===== src/rtl/dbus_ctrl.sv =====
// rtl/dbus_ctrl.sv - memory-stage data-bus sequencer: addr_ok/data_ok handshake, strobes, load extend, stall
// Optional request/stall performance counters are built when DBUS_CTRL_PERF_EN is defined.
package dbus_pkg;
   typedef enum logic [1:0] {MSIZE1 = 2'd0, MSIZE2 = 2'd1, MSIZE4 = 2'd2} msize_t;

   typedef struct packed {
      logic        valid;
      logic [31:0] addr;
      msize_t      size;
      logic [3:0]  strobe;
      logic [31:0] data;
   } dbus_req_t;

   typedef struct packed {
      logic        addr_ok;
      logic        data_ok;
      logic [31:0] data;
   } dbus_resp_t;
endpackage

module dbus_ctrl
   import dbus_pkg::*;
#(
   parameter int PERF_W = 32
) (
   input  logic              clk,
   input  logic              resetn,
   input  logic              start,
   input  logic              is_store,
   input  logic [1:0]        size,
   input  logic              sign_ext,
   input  logic [31:0]       addr,
   input  logic [31:0]       wdata,
   input  logic              flush,
   input  dbus_resp_t        dresp,
   output dbus_req_t         dreq,
   output logic [31:0]       rdata,
   output logic              done,
   output logic              misaligned,
   output logic              stall,
   output logic [PERF_W-1:0] perf_req_cnt,
   output logic [PERF_W-1:0] perf_stall_cnt
);
   typedef enum logic [1:0] {IDLE, REQ, WAIT, DONE} state_t;

   state_t      state, state_nx;
   logic [31:0] addr_q, wdata_q, rdata_q;
   logic [1:0]  size_q;
   logic        store_q, sext_q, mis_q, discard_q;
   logic        mis_in, accept, capture;
   logic [31:0] shifted, ext;

   // size 3 is handled as a word everywhere, hence the size[1] test
   assign mis_in = (size == 2'd1 && addr[0]) || (size[1] && addr[1:0] != 2'b00);

   always_comb begin
      state_nx = state;
      accept   = 1'b0;
      capture  = 1'b0;
      case (state)
         IDLE: if (start && !flush) begin
            accept   = 1'b1;
            state_nx = mis_in ? DONE : REQ;
         end
         REQ: if (dresp.addr_ok) begin
            if (dresp.data_ok) begin
               capture  = 1'b1;
               state_nx = DONE;
            end else begin
               state_nx = WAIT;
            end
         end
         WAIT: if (dresp.data_ok) begin
            capture  = 1'b1;
            state_nx = DONE;
         end
         DONE:    state_nx = IDLE;
         default: state_nx = IDLE;
      endcase
   end

   always_comb begin
      shifted = dresp.data >> {addr_q[1:0], 3'b000};
      ext     = shifted;
      if (store_q)
         ext = '0;
      else if (size_q == 2'd0)
         ext = {{24{sext_q & shifted[7]}}, shifted[7:0]};
      else if (size_q == 2'd1)
         ext = {{16{sext_q & shifted[15]}}, shifted[15:0]};
   end

   always_ff @(posedge clk or negedge resetn) begin
      if (!resetn) begin
         state     <= IDLE;
         addr_q    <= '0;
         wdata_q   <= '0;
         rdata_q   <= '0;
         size_q    <= '0;
         store_q   <= 1'b0;
         sext_q    <= 1'b0;
         mis_q     <= 1'b0;
         discard_q <= 1'b0;
      end else begin
         state <= state_nx;
         if (accept) begin
            addr_q    <= addr;
            wdata_q   <= wdata;
            size_q    <= size;
            store_q   <= is_store;
            sext_q    <= sign_ext;
            mis_q     <= mis_in;
            discard_q <= 1'b0;
            rdata_q   <= '0;
         end else if ((state == REQ || state == WAIT) && flush) begin
            // bus transaction must still finish; only its result is dropped
            discard_q <= 1'b1;
         end
         if (capture)
            rdata_q <= ext;
      end
   end

   assign done       = (state == DONE) && !discard_q && !flush;
   assign misaligned = done && mis_q;
   assign rdata      = rdata_q;
   assign stall      = resetn && start && !flush && (state != DONE);

   always_comb begin
      dreq       = '0;
      dreq.valid = (state == REQ);
      dreq.addr  = addr_q;
      case (size_q)
         2'd0: begin
            dreq.size   = MSIZE1;
            dreq.strobe = 4'b0001 << addr_q[1:0];
            dreq.data   = {4{wdata_q[7:0]}};
         end
         2'd1: begin
            dreq.size   = MSIZE2;
            dreq.strobe = 4'b0011 << addr_q[1:0];
            dreq.data   = {2{wdata_q[15:0]}};
         end
         default: begin
            dreq.size   = MSIZE4;
            dreq.strobe = 4'b1111;
            dreq.data   = wdata_q;
         end
      endcase
      if (!store_q)
         dreq.strobe = 4'b0000;
   end

`ifdef DBUS_CTRL_PERF_EN
   logic [PERF_W-1:0] req_cnt, stall_cnt;

   always_ff @(posedge clk or negedge resetn) begin
      if (!resetn) begin
         req_cnt   <= '0;
         stall_cnt <= '0;
      end else begin
         if (state == REQ && dresp.addr_ok)
            req_cnt <= req_cnt + PERF_W'(1);
         if (stall)
            stall_cnt <= stall_cnt + PERF_W'(1);
      end
   end

   assign perf_req_cnt   = req_cnt;
   assign perf_stall_cnt = stall_cnt;
`else
   assign perf_req_cnt   = '0;
   assign perf_stall_cnt = '0;
`endif
endmodule


===== config.mk =====
export PLATFORM = sky130hd
export DESIGN_NAME = dbus_ctrl
export DESIGN_NICKNAME = d
export VERILOG_FILES = /design/src/rtl/dbus_ctrl.sv
export SDC_FILE = /design/constraint.sdc
export NUM_CORES = 1
export LEC_CHECK = 0
export CAP_MARGIN = 20
export CORE_ASPECT_RATIO = 0.7
export CORE_MARGIN = 1.5
export CORE_UTILIZATION = 40
export DETAILED_ROUTE_END_ITERATION = 16
export PLACE_DENSITY = 0.8
export SYNTH_ARGS = -nofsm -noshare
export SYNTH_HDL_FRONTEND = slang
export SYNTH_SLANG_ARGS = --single-unit

===== constraint.sdc =====
create_clock -name clk -period 2 [get_ports clk]
set_input_delay 0.4 -clock clk [delete_from_list [all_inputs] [get_ports clk]]
set_output_delay 0.4 -clock clk [all_outputs]
set_load 0.01 [all_outputs]

### Yosys cells after proc, flatten, opt, wreduce, memory -nomap -nowiden

Cells that the tools add are included.

* eq/ne operators: 9
* shift-type cells: 3
* mux-type cells: 20
* bitwise operators: 2
* reduce and logical (&&, ||, !) cells: 20

Operators by type and width (count)
* $mux 32: 5
* $pmux 38 s2: 1
* $shr 32x5->32: 1
* $logic_and 1x1->1: 10
* $mux 2: 4
* $ne 2x2->1 const B: 4
* $pmux 2 s4: 1
* $mux 1: 7
* $eq 2x1->1 const B: 3
* $reduce_bool 2->1: 3
* $eq 2x2->1 const B: 2
* $logic_not 2->1: 2
* $mux 4: 1
* $shl 1x2->4 const A: 1
* $shl 2x2->4 const A: 1
* $reduce_and 3->1: 1
* $and 1x1->1: 2
* $logic_not 1->1: 2
* $logic_or 1x1->1: 2
* $pmux 1 s2: 1

* register bits after elaboration: 104
* bits of input ports: 106
* output and inout bits: 170
* word-level logic and storage cells: 63

### Longest topological paths before layout

Gate-level depths: netlist of run 1.

* word-level depth: 6
* mapped depth: 8
* gate-level depth less buffers: 5

### Least setup slack after synthesis of run 1

OpenSTA, ideal clock, no wires.

* path type: register -> output
* start point: register addr_q[0]
* end point: output dreq[34] in the netlist's numbering
* arrival: 1.420 ns
* setup slack: 0.180 ns
* cell stages (with the launch flop): 6
* path buffers: 3
* path through: dfrtp_1 -> buf_4 -> buf_6 -> buf_4 -> and3_1 -> o31a_1

RTL lines
* start: declaration: RTL line 47 `logic [31:0] addr_q, wdata_q, rdata_q;`
* start signal: assignment: RTL line 107 `addr_q <= addr;`
* end: declaration: RTL line 36 `output dbus_req_t dreq,`

==> metrics.md, run 1 <==
| Metric | Value |
|---|---|
| H-tree depth | `3` |
| Static leakage | `approximately 3.8 nW` |
| Routed vias/inst | `between 5 and 6` |
| Floorplan core area | `roughly 0.014 mm2` |
| Crit path arrival time | `about 1.7 ns` |
| Final HPWL DP | `between 10000 and 15000 um` |
| Root buffer cell | `clkbuf_16` |
| Asr flop ratio synth | `1.00` |
| Multiplexer share of the synthesized area | `0.223` |
| Status | `finished, violations left` |
| Yosys top cell area share | `0.447` |
| First-pass GRT wire length | `25700 um` |
| Final hold vios | `0` |
| Synth Area in Adders | `0.0107` |
| Max IR drop VDD | `1060 uV` |
| Vias in the first global route | `~4700` |
| Number of flops mapped to enable cells by yosys | `0` |
| Max_slew headroom | `0.541` |
| Worst setup EP type | `output pin` |
| Antenna-violating nets left | `0` |
| Total gr overflow | `0` |
| Cell accounting for the most synthesized area | `dfrtp_1` |
| RSZ-0062 raised after global routing | `true` |
| Area grow syn2layout | `46.9%` |
| Crit Reg-Reg Startpoint | `state[0]` |
| Post-Syn Instances | `496` |
| Total power | `13.2 mW` |
| Total CTS buffers | `9` |
| Crit-path max FO | `5` |
| Most frequent cells after synthesis | `104 x dfrtp_1, 95 x mux2_2, 74 x buf_4, 24 x nand2_1, 23 x mux2i_1` |
| R2R depth | `7` |
| Final instance area | `0.00855 mm2` |
| Failing checks | `negative setup slack` |
| YS warnings | `0` |
| Compound-Gate Fraction of Synth Area | `0.142` |
| Clock buffer depth | `2` |
| Area contributors post-synth | `dfrtp_1 45%, mux2_2 18%, buf_4 9.5%, mux2i_1 4.0%, o211ai_1 2.1%` |
| End of the critical path | `dreq[14]` |
| Share of post-route cells with drive strength above 1 | `0.282` |
| Register bit total from synthesis | `between 100 and 150` |
| Placed insts | `a little under 900` |
| DRC | `0` |
| Io pins | `about 280` |
| Worst Max-Slew Pin Slew | `approximately 0.69 ns` |
| Die H | `between 100 and 150 um` |
| Reg2reg end | `rdata[25]` |
| Worst setup path startpoint | `size_q[1]` |
| Post-Layout Cell Count | `916` |
| Gp weighted congestion | `between 0.8 and 0.9` |
| DRT iter0 DRCs | `162` |
| Final nets | `~830` |
| # port buffers | `around 210` |
| Netlist area before placement | `just under 0.006 mm2` |
| First-pass DRT Iterations | `4` |
| Final WS setup | `-0.0458 ns` |
| Clock sinks | `approximately 100` |
| Critical path class | `reg -> out` |
| Final min period | `roughly 2.0 ns` |
| Worst-Skew Late Latency | `0.35 ns` |
| Startpoint Class | `flip-flop` |
| Seq/Total Area, Yosys | `0.447` |
| Hold-fix buffers at CTS | `0` |
| Avg Cell Area, Syn | `11.7 um2` |
| CTS tree | `built` |
| Ys flop type | `dfrtp_1` |
| Post-synth cell types | `42` |
| Number of max-cap violations | `0` |
| Avg WL per Cell | `about 18 um` |
| Die area | `approximately 0.015 mm2` |
| Pwr dens | `about 1500 mW/mm2` |
| Main combinational cell family by area after synthesis | `multiplexers` |
| Total Wirelength | `roughly 17000 um` |
| XOR/XNOR Fraction of Synth Area | `0` |
| GRT Util Overall | `0.214` |
| DR vias | `around 4600` |
| Width of the chip | `around 150 um` |
| Period utilisation layout | `1.02` |
| Data required, critical path | `approximately 1.6 ns` |
| Final Util | `0.609` |
| Register-to-Register Setup Slack | `-0.01 ns` |
| Pin count of the biggest net entering global routing | `54` |
| Most common cell in the netlist | `dfrtp_1` |
| Setup_tns | `-0.124 ns` |
| Achievable clock frequency | `489 MHz` |
| Setup Skew | `around 0.012 ns` |
| Worst-path clk slew | `0.06 ns` |
| Dpl cell area | `0.00804 mm2` |
| Setup violations, final | `4` |
| Site row count | `36` |
| Initial antenna violation count | `0` |
| Initial Utilization | `0.414` |
| ANT cells | `0` |
| Synth Area in Simple Gates | `0.0408` |
| Slew Limit Fails | `0` |
| Worst hold path class | `in -> async` |
## layout make-up
class	instances	area (um2)
fillers	1117	5500
multi-input cells	334	2840
flip-flops and latches	104	2610
repair buffers	259	2550
well taps	190	238
clock buffers	10	229
inverters	14	52.6
clock inverters	5	42.5
## placed cells by master, fill, tap and decap left out, types with 2 or more instances in the layout
cell type,count
inv_1,13
a21oi_1,3
dlygate4sd2_1,8
o32ai_1,6
clkdlybuf4s15_1,8
ha_1,3
dfrtp_1,101
o21ai_1,2
conb_1,64
a32o_1,7
clkbuf_16,9
buf_6,13
a21boi_0,9
mux2_4,8
o32ai_2,2
clkinv_4,2
o211ai_1,16
nand2b_1,3
o31ai_1,2
and2_1,2
buf_4,37
dfrtp_2,3
o21ai_0,6
a211oi_1,3
nand2_1,23
buf_12,7
o21a_1,11
inv_6,2
nor2_1,7
a221oi_1,7
nor2b_1,5
mux2_2,87
o41ai_2,14
clkdlybuf4s50_1,176
a221oi_4,2
mux2i_1,23
clkbuf_2,8
## through the flow
stage	worst slack, ns	hold slack [ns]
after floorplan	0.180	0.104
after global placement	-0.167	0.479
after detailed placement	-0.204	0.489
after CTS	-0.0488	0.204
after global routing	-0.108	0.222
final	-0.0458	0.176
## logic make-up after synthesis
logic type,Yosys count
muxes,118
DFF,104
buffers and inverters,121
and+or+nand+nor,50
other,1
adders and majority gates,5
AOI/OAI and AO/OA,97
## flip-flops by register name (all words and copies together), names as in the netlist
register	count
addr_q	32
rdata	32
wdata_q	32
size_q	2
state	2
discard_q	1
mis_q	1
sext_q	1
store_q	1
## critical path, cell delays in order (launching register included)
cell,delay [ns]
dfrtp_2,0.44
nor2_2,0.12
buf_6,0.12
buf_6,0.10
buf_6,0.10
mux2_4,0.30
buf_6,0.12
## power breakdown
group	internal [mW]	switching, mW
Combinational	4.31	3.55
Clock	0.852	0.795
Sequential	3.06	0.668
Total	8.22	5.02
## per-layer routing
layer / up-vias / GRT usage / share of wire
met4: 0 / 0.0500 / 0.014
li1: 2104 / - / -
met2: 218 / 0.359 / 0.49
met1: 2255 / 0.258 / 0.40
met3: 18 / 0.0829 / 0.096
met5: - / 0 / 0
## timing repair
| item | CTS | global route |
|---|---|---|
| gates cloned | 1 | 0 |
| gates resized for setup | 95 | 45 |
| endpoints found under the setup margin | 36 | 43 |
| buffers inserted | 12 | 0 |
## worst min path at each step
stage / start / to / depth (start not counted)
2_1_floorplan: resetn / addr_q[0] / 0
3_3_place_gp: rdata[7] / rdata[7] / 1
3_5_place_dp: rdata[6] / rdata[6] / 1
4_1_cts: resetn / size_q[0] / 2
5_1_grt: resetn / size_q[0] / 2
6_report: resetn / state[0] / 2
No activity file was read; power rests on OpenSTA's default activity.
==> run 2: changes to the inputs <==
Settings changed: ABC_AREA set to 1.
==> metrics.md, run 2 <==
| Metric | Value |
|---|---|
| Status | `finished, violations left` |
| Failing checks | `negative setup slack` |
| First-pass DRT Iterations | `5 (+1)` |
| Most common cell in the netlist | `nand2_1` |
| Period utilisation layout | `1.02 (about the same)` |
| Pin count of the biggest net entering global routing | `61 (+13%)` |
| Max_slew headroom | `0.557 (+0.0156)` |
| Seq/Total Area, Yosys | `0.450 (+0.00300)` |
| Post-Syn Instances | `690 (+39%)` |
| Yosys top cell area share | `0.450 (+0.00300)` |
| Final nets | `1023 (+23%)` |
| Setup Skew | `0.0109 ns (-0.000821 ns)` |
| Pwr dens | `1430 mW/mm2 (-7.9%)` |
| Number of flops mapped to enable cells by yosys | `0 (unchanged)` |
| Final WS setup | `-0.0444 ns (+0.00136 ns)` |
| Crit path arrival time | `1.64 ns (about the same)` |
| YS warnings | `0 (unchanged)` |
| DRC | `0 (unchanged)` |
| Root buffer cell | `clkbuf_16` |
| First-pass GRT wire length | `25800 um (+0.64%)` |
| H-tree depth | `3 (unchanged)` |
| Dpl cell area | `0.00795 mm2 (-1.0%)` |
| Worst-Skew Late Latency | `0.34 ns (about the same)` |
| Final Util | `0.599 (-0.00921)` |
| Number of fill cells in the layout | `1259 (+13%)` |
| Width of the chip | `147 um (-0.33%)` |
| Site row count | `36 (unchanged)` |
| ANT cells | `0 (unchanged)` |
| Worst hold path class | `in -> async` |
| GRT Util Overall | `0.214 (+0.000476)` |
| Max IR drop VDD | `827 uV (-22%)` |
| DR vias | `5150 (+12%)` |
| Total gr overflow | `0 (unchanged)` |
| Worst-path clk slew | `0.08 ns (+0.02 ns)` |
| Die H | `104 um (-0.32%)` |
| Slew Limit Fails | `0 (unchanged)` |
| Clock buffer depth | `2 (unchanged)` |
| Reg area | `0.00261 mm2 (unchanged)` |
| Initial Utilization | `0.413 (-0.00144)` |
| Critical path class | `reg -> out` |
| Antenna-violating nets left | `0 (unchanged)` |
| Final instance area | `0.00840 mm2 (-1.8%)` |
| Die area | `0.0152 mm2 (-0.65%)` |
| Avg WL per Cell | `14.8 um (-19%)` |
| Static leakage | `4.25 nW (+12%)` |
| Share of post-route cells with drive strength above 1 | `0.171 (-0.111)` |
| Netlist area before placement | `0.00578 mm2 (-0.67%)` |
| Final min period | `2.04 ns (-0.00136 ns)` |
| Io pins | `276 (unchanged)` |
| Cell accounting for the most synthesized area | `dfrtp_1` |
| Startpoint Class | `flip-flop` |
| RSZ-0062 raised after global routing | `true` |
| Number of max-cap violations | `0 (unchanged)` |
| Final hold vios | `0 (unchanged)` |
| # port buffers | `211 (unchanged)` |
| Post-synth cell types | `24 (-43%)` |
| Area of the multi-input gates | `0.00260 mm2 (-8.3%)` |
| Data required, critical path | `1.60 ns (about the same)` |
| Most common cell after layout, fill and taps aside | `nand2_1` |
| Crit-path max FO | `4 (-1)` |
| Gp weighted congestion | `0.869 (+0.99%)` |
| Avg Cell Area, Syn | `8.38 um2 (-29%)` |
| Dpl ws | `-0.160 ns (+0.0445 ns)` |
| Floorplan core area | `0.0140 mm2 (-0.32%)` |
| Vias in the first global route | `4866 (+4.1%)` |
| Clock sinks | `104 (unchanged)` |
| Post-Layout Cell Count | `1107 (+21%)` |
| Commonest cells after routing, fill and taps aside | `250 x nand2_1, 175 x clkdlybuf4s50_1, 101 x dfrtp_1` |
| Worst Max-Slew Pin Slew | `0.665 ns (-0.0234 ns)` |
| Setup violations, final | `3 (-1)` |
| Ys flop type | `dfrtp_1` |
| Total CTS buffers | `9 (unchanged)` |
| Initial antenna violation count | `0 (unchanged)` |
| Worst setup EP type | `output pin` |
| CTS tree | `built` |
| Routed vias/inst | `4.65 (-7.3%)` |
| Register bit total from synthesis | `104 (unchanged)` |
| Final HPWL DP | `12400 um (about the same)` |
| Placed insts | `1074 (+21%)` |
| Total Wirelength | `16300 um (-2.1%)` |
| Area grow syn2layout | `45.2%` |
| Achievable clock frequency | `489 MHz (about the same)` |
| Setup_tns | `-0.0799 ns (+0.0446 ns)` |
| Asr flop ratio synth | `1.00 (unchanged)` |
| DRT iter0 DRCs | `313 (+93%)` |
| Area contributors post-synth | `dfrtp_1 45%, nand2_1 16%, mux2_2 12%, buf_4 9.3%, nand3_1 3.2%` |
| Most frequent cells after synthesis | `250 x nand2_1, 104 x dfrtp_1, 72 x buf_4, 64 x mux2_2, 42 x inv_1` |
==> run 2: metrics by stage <==
stage / hold slack, ns / total power [mW]
final: 0.391 / 12.0
after floorplan: 0.104 / 7.00
after global placement: 0.238 / 10.1
after CTS: 0.404 / 12.0
after global routing: 0.384 / 12.8
after detailed placement: 0.241 / 10.3
==> run 2: per-layer routing <==
metal  vias to the layer above  global-route usage  part of all wire
met3                        17              0.0692             0.084
met1                      2443               0.291              0.44
met2                       197               0.330              0.46
met4                         0              0.0556             0.016
li1                       2493                   -                 -
met5                         -                   0                 0
==> run 2: power breakdown <==
group	leakage (nW)	internal (mW)	total [mW]	switching (mW)
sequential	1.30	3.01	3.64	0.630
clock	0.152	0.985	1.78	0.799
combinational	2.80	3.33	6.55	3.21
==> run 2: area by class of cell <==
| cell class | count | area share |
|---|---|---|
| Clock buffer | 9 | 0.0268 |
| Clock inverter | 7 | 0.00924 |
| Inverter | 43 | 0.0197 |
| Multi-Input combinational cell | 499 | 0.310 |
| Sequential cell | 104 | 0.310 |
| Tap cell | 190 | 0.0283 |
| Timing Repair Buffer | 255 | 0.296 |
==> run 2: worst paths after layout <==
kind	startpoint	slack [ns]	cells past startpoint	to
min in group clk	rdata[25]	0.48	2	rdata[25]
max in group asynchronous	resetn	0.63	4	addr_q[4]
min reg2reg	rdata[25]	0.48	2	rdata[25]
min	resetn	0.39	2	discard_q
max	size_q[1]	-0.04	8	dreq[10]
max reg2reg	state[0]	0.10	11	rdata[9]
==> run 2: timing repair <==
| action | in CTS | in global routing |
|---|---|---|
| buffers inserted | 8 | 8 |
| endpoints found under the hold margin | 8 | 0 |
| hold buffers | 1 | 0 |
| setup endpoints to repair | 36 | 32 |
| resized for setup | 46 | 41 |
==> run 2: cell families (layout without fill, tap and decap cells) <==
group           count (synthesis)  in the layout  synth area share
mux                            64             64             0.125
compound gates                 57             57            0.0541
other cells                     1             64          0.000648
flops                         104            104             0.450
buf+inv                       150            314             0.148
simple gates                  309            309             0.212
fa+ha+maj                       5              5            0.0108
==> run 2: critical path: stages (launching register included) <==
cell and delay (ns):
dfrtp_2 0.45, nor2_4 0.13, buf_6 0.11, clkinvlp_4 0.10, buf_4 0.15, buf_4 0.12
nand2_1 0.05, nand2_1 0.04, dlymetal6s2s_1 0.16
==> run 3: changes to the inputs <==
Settings changed: CORE_ASPECT_RATIO 0.7 to 0.9, GPL_ROUTABILITY_DRIVEN set to 0, SLEW_MARGIN set to 10.
==> metrics.md, run 3 (synthesis gave the netlist of run 2 again) <==
| Metric | Value |
|---|---|
| Setup_tns | `-0.00245 ns (+0.0774 ns)` |
| Achievable clock frequency | `499 MHz (+2.1%)` |
| DR vias | `5226 (+1.5%)` |
| Number of fill cells in the layout | `1247 (-0.95%)` |
| Worst path slowest cell | `dfrtp_2` |
| Clock share of power | `0.152 (+0.003)` |
| Static leakage | `4.19 nW (-1.4%)` |
| Hold WS | `0.118 ns (-0.273 ns)` |
| Switch share | `0.388 (+0.000720)` |
| Comb pwr share | `0.548 (about the same)` |
| Io pins | `276 (unchanged)` |
| Sw power | `4.72 mW (+1.7%)` |
| Antenna-violating nets left | `0 (unchanged)` |
| Share of post-route cells with drive strength above 1 | `0.178 (+0.00642)` |
| Worst-path clk slew | `0.07 ns (about the same)` |
| Register-to-Register Setup Slack | `0.13 ns (+0.03 ns)` |
| Final nets | `1018 (-0.49%)` |
| Setup Skew | `0.00678 ns (-0.00415 ns)` |
| Status | `finished, violations left` |
| Crit path cell chain | `nor2_4, buf_6, clkinvlp_4, buf_6, nand2_2, nand2_1, buf_2` |
| Crit path arrival time | `1.60 ns (-0.04 ns)` |
| Initial Utilization | `0.411 (-0.00140)` |
| GRT Max-Usage Layer | `met2` |
| Worst setup path startpoint | `size_q[1]` |
| DRC | `0 (unchanged)` |
| Part of the power in registers | `0.300 (-0.004)` |
| Final WS setup | `-0.00245 ns (+0.0420 ns)` |
| Worst Max-Slew Pin Slew | `0.561 ns (-0.104 ns)` |
| Final HPWL DP | `12000 um (-2.9%)` |
| Max stage delay on crit path | `0.45 ns (about the same)` |
| H-tree depth | `3 (unchanged)` |
| Max_slew headroom | `0.626 (+0.0691)` |
| R2R depth | `11 (unchanged)` |
| Worst setup EP type | `output pin` |
| Most common cell after layout, fill and taps aside | `nand2_1` |
| GRT Util Overall | `0.220 (+0.00590)` |
| Floorplan core area | `0.0141 mm2 (+0.34%)` |
| DRT iter0 DRCs | `295 (-5.8%)` |
| Period utilisation layout | `1.00 (-0.0210)` |
| Clock sinks | `104 (unchanged)` |
| Crit-path most repeated cell | `buf_6` |
| Slew Limit Fails | `0 (unchanged)` |
| CTS tree | `built` |
| Met2 Track Usage GR | `0.382 (+0.0515)` |
| Routed vias/inst | `4.73 (+1.6%)` |
| Root buffer cell | `clkbuf_16` |
| Cell-internal power | `7.44 mW (+1.4%)` |
| Dpl ws | `-0.145 ns (+0.0152 ns)` |
| # port buffers | `211 (unchanged)` |
| Commonest cells after routing, fill and taps aside | `241 x nand2_1, 177 x clkdlybuf4s50_1, 101 x dfrtp_1` |
| Hold-fix buffers at CTS | `0 (-1)` |
| Crit-path max FO | `5 (+1)` |
| Pwr dens | `1450 mW/mm2 (+1.4%)` |
| First-pass GRT wire length | `25800 um (about the same)` |
| Max IR drop VDD | `1170 uV (+42%)` |
| Failing checks | `negative setup slack` |
| Startpoint Class | `flip-flop` |
| Vias in the first global route | `5122 (+5.3%)` |
| Site row count | `41 (+14%)` |
| Initial antenna violation count | `0 (unchanged)` |
| Final min period | `2.00 ns (-0.0420 ns)` |
| Total Wirelength | `16300 um (-0.17%)` |
| Total gr overflow | `0 (unchanged)` |
| Die H | `117 um (+13%)` |
| Data required, critical path | `1.60 ns (about the same)` |
| Worst-Skew Late Latency | `0.35 ns (about the same)` |
| Area grow syn2layout | `45.3% (about the same)` |
| Crit Reg-Reg Startpoint | `size_q[1]` |
| Number of max-cap violations | `0 (unchanged)` |
| Pin count of the biggest net entering global routing | `105 (+72%)` |
| Routing usage on met3 | `0.0836 (+0.0145)` |
| Clock buffer depth | `2 (unchanged)` |
| Worst hold path class | `in -> async` |
| Total power | `12.2 mW (+1.5%)` |
| Total CTS buffers | `9 (unchanged)` |
| Reg2reg end | `rdata[28]` |
| Setup violations, final | `1 (-2)` |
| Final hold vios | `0 (unchanged)` |
| GR met1 Demand/Resource | `0.256 (-0.0349)` |
| First-pass DRT Iterations | `7 (+2)` |
| Die area | `0.0152 mm2 (about the same)` |
| End of the critical path | `dreq[11]` |
| RSZ-0062 raised after global routing | `true` |
| Avg WL per Cell | `14.8 um (about the same)` |
| Width of the chip | `130 um (-12%)` |
| Critical path class | `reg -> out` |
run 3: per-layer routing:
metal  vias to the layer above  share of wire
li1                       2495              -
met1                      2486           0.38
met2                       224           0.50
met3                        21           0.10
met4                         0          0.016
met5                         -              0
run 3: cell type report:
| cell class | instances | area (um2) | area share |
|---|---|---|---|
| well taps | 193 | 241 | 0.0287 |
| clock buffers | 11 | 243 | 0.0289 |
| repair buffers | 250 | 2450 | 0.292 |
| clock inverters | 5 | 62.6 | 0.00744 |
| flip-flops and latches | 104 | 2610 | 0.310 |
| multi-input cells | 499 | 2630 | 0.313 |
| diodes | 1 | 2.50 | 0.000298 |
| inverters | 43 | 165 | 0.0197 |
run 3: power groups by stage:
stage               Sequential [mW]  Clock [mW]  Combinational [mW]
floorplan                      3.73           0                3.27
global placement               3.61           0                6.44
detailed placement             3.63           0                6.52
CTS                            3.63        1.89                6.54
global route                   3.76        1.96                7.31
finish                         3.65        1.84                6.67
run 3: metrics by stage:
| step | instance area [um2] | util | cells |
|---|---|---|---|
| global route | 8400 | 0.598 | 1105 |
| global placement | 7930 | 0.564 | 1075 |
| finish | 8400 | 0.598 | 1106 |
| floorplan | 6020 | - | 753 |
| detailed placement | 7930 | 0.564 | 1075 |
| CTS | 8340 | 0.593 | 1101 |
run 3: what timing repair did:
| item | 4_1_cts | 5_1_grt |
|---|---|---|
| setup endpoints to repair | 34 | 45 |
| gates resized for setup | 60 | 55 |
| cloned | 1 | 0 |
| pin swaps | 0 | 5 |
| buffers inserted | 9 | 4 |
run 3: critical path, delay by kind of cell, from the launching register on:
kind,cells,cell delay [ns]
flops,1,0.45
simple gates,3,0.20
buf+inv,4,0.60
run 3: worst min-delay path by stage:
stage / startpoint / to / slack (ns) / cells after the start
3_3_place_gp: rdata[1] / rdata[1] / 0.47 / 2
6_report: resetn / discard_q / 0.12 / 2
5_1_grt: resetn / wdata_q[7] / 0.18 / 2
4_1_cts: resetn / addr_q[19] / 0.16 / 2
3_5_place_dp: rdata[0] / rdata[0] / 0.46 / 2
2_1_floorplan: resetn / addr_q[0] / 0.10 / 0
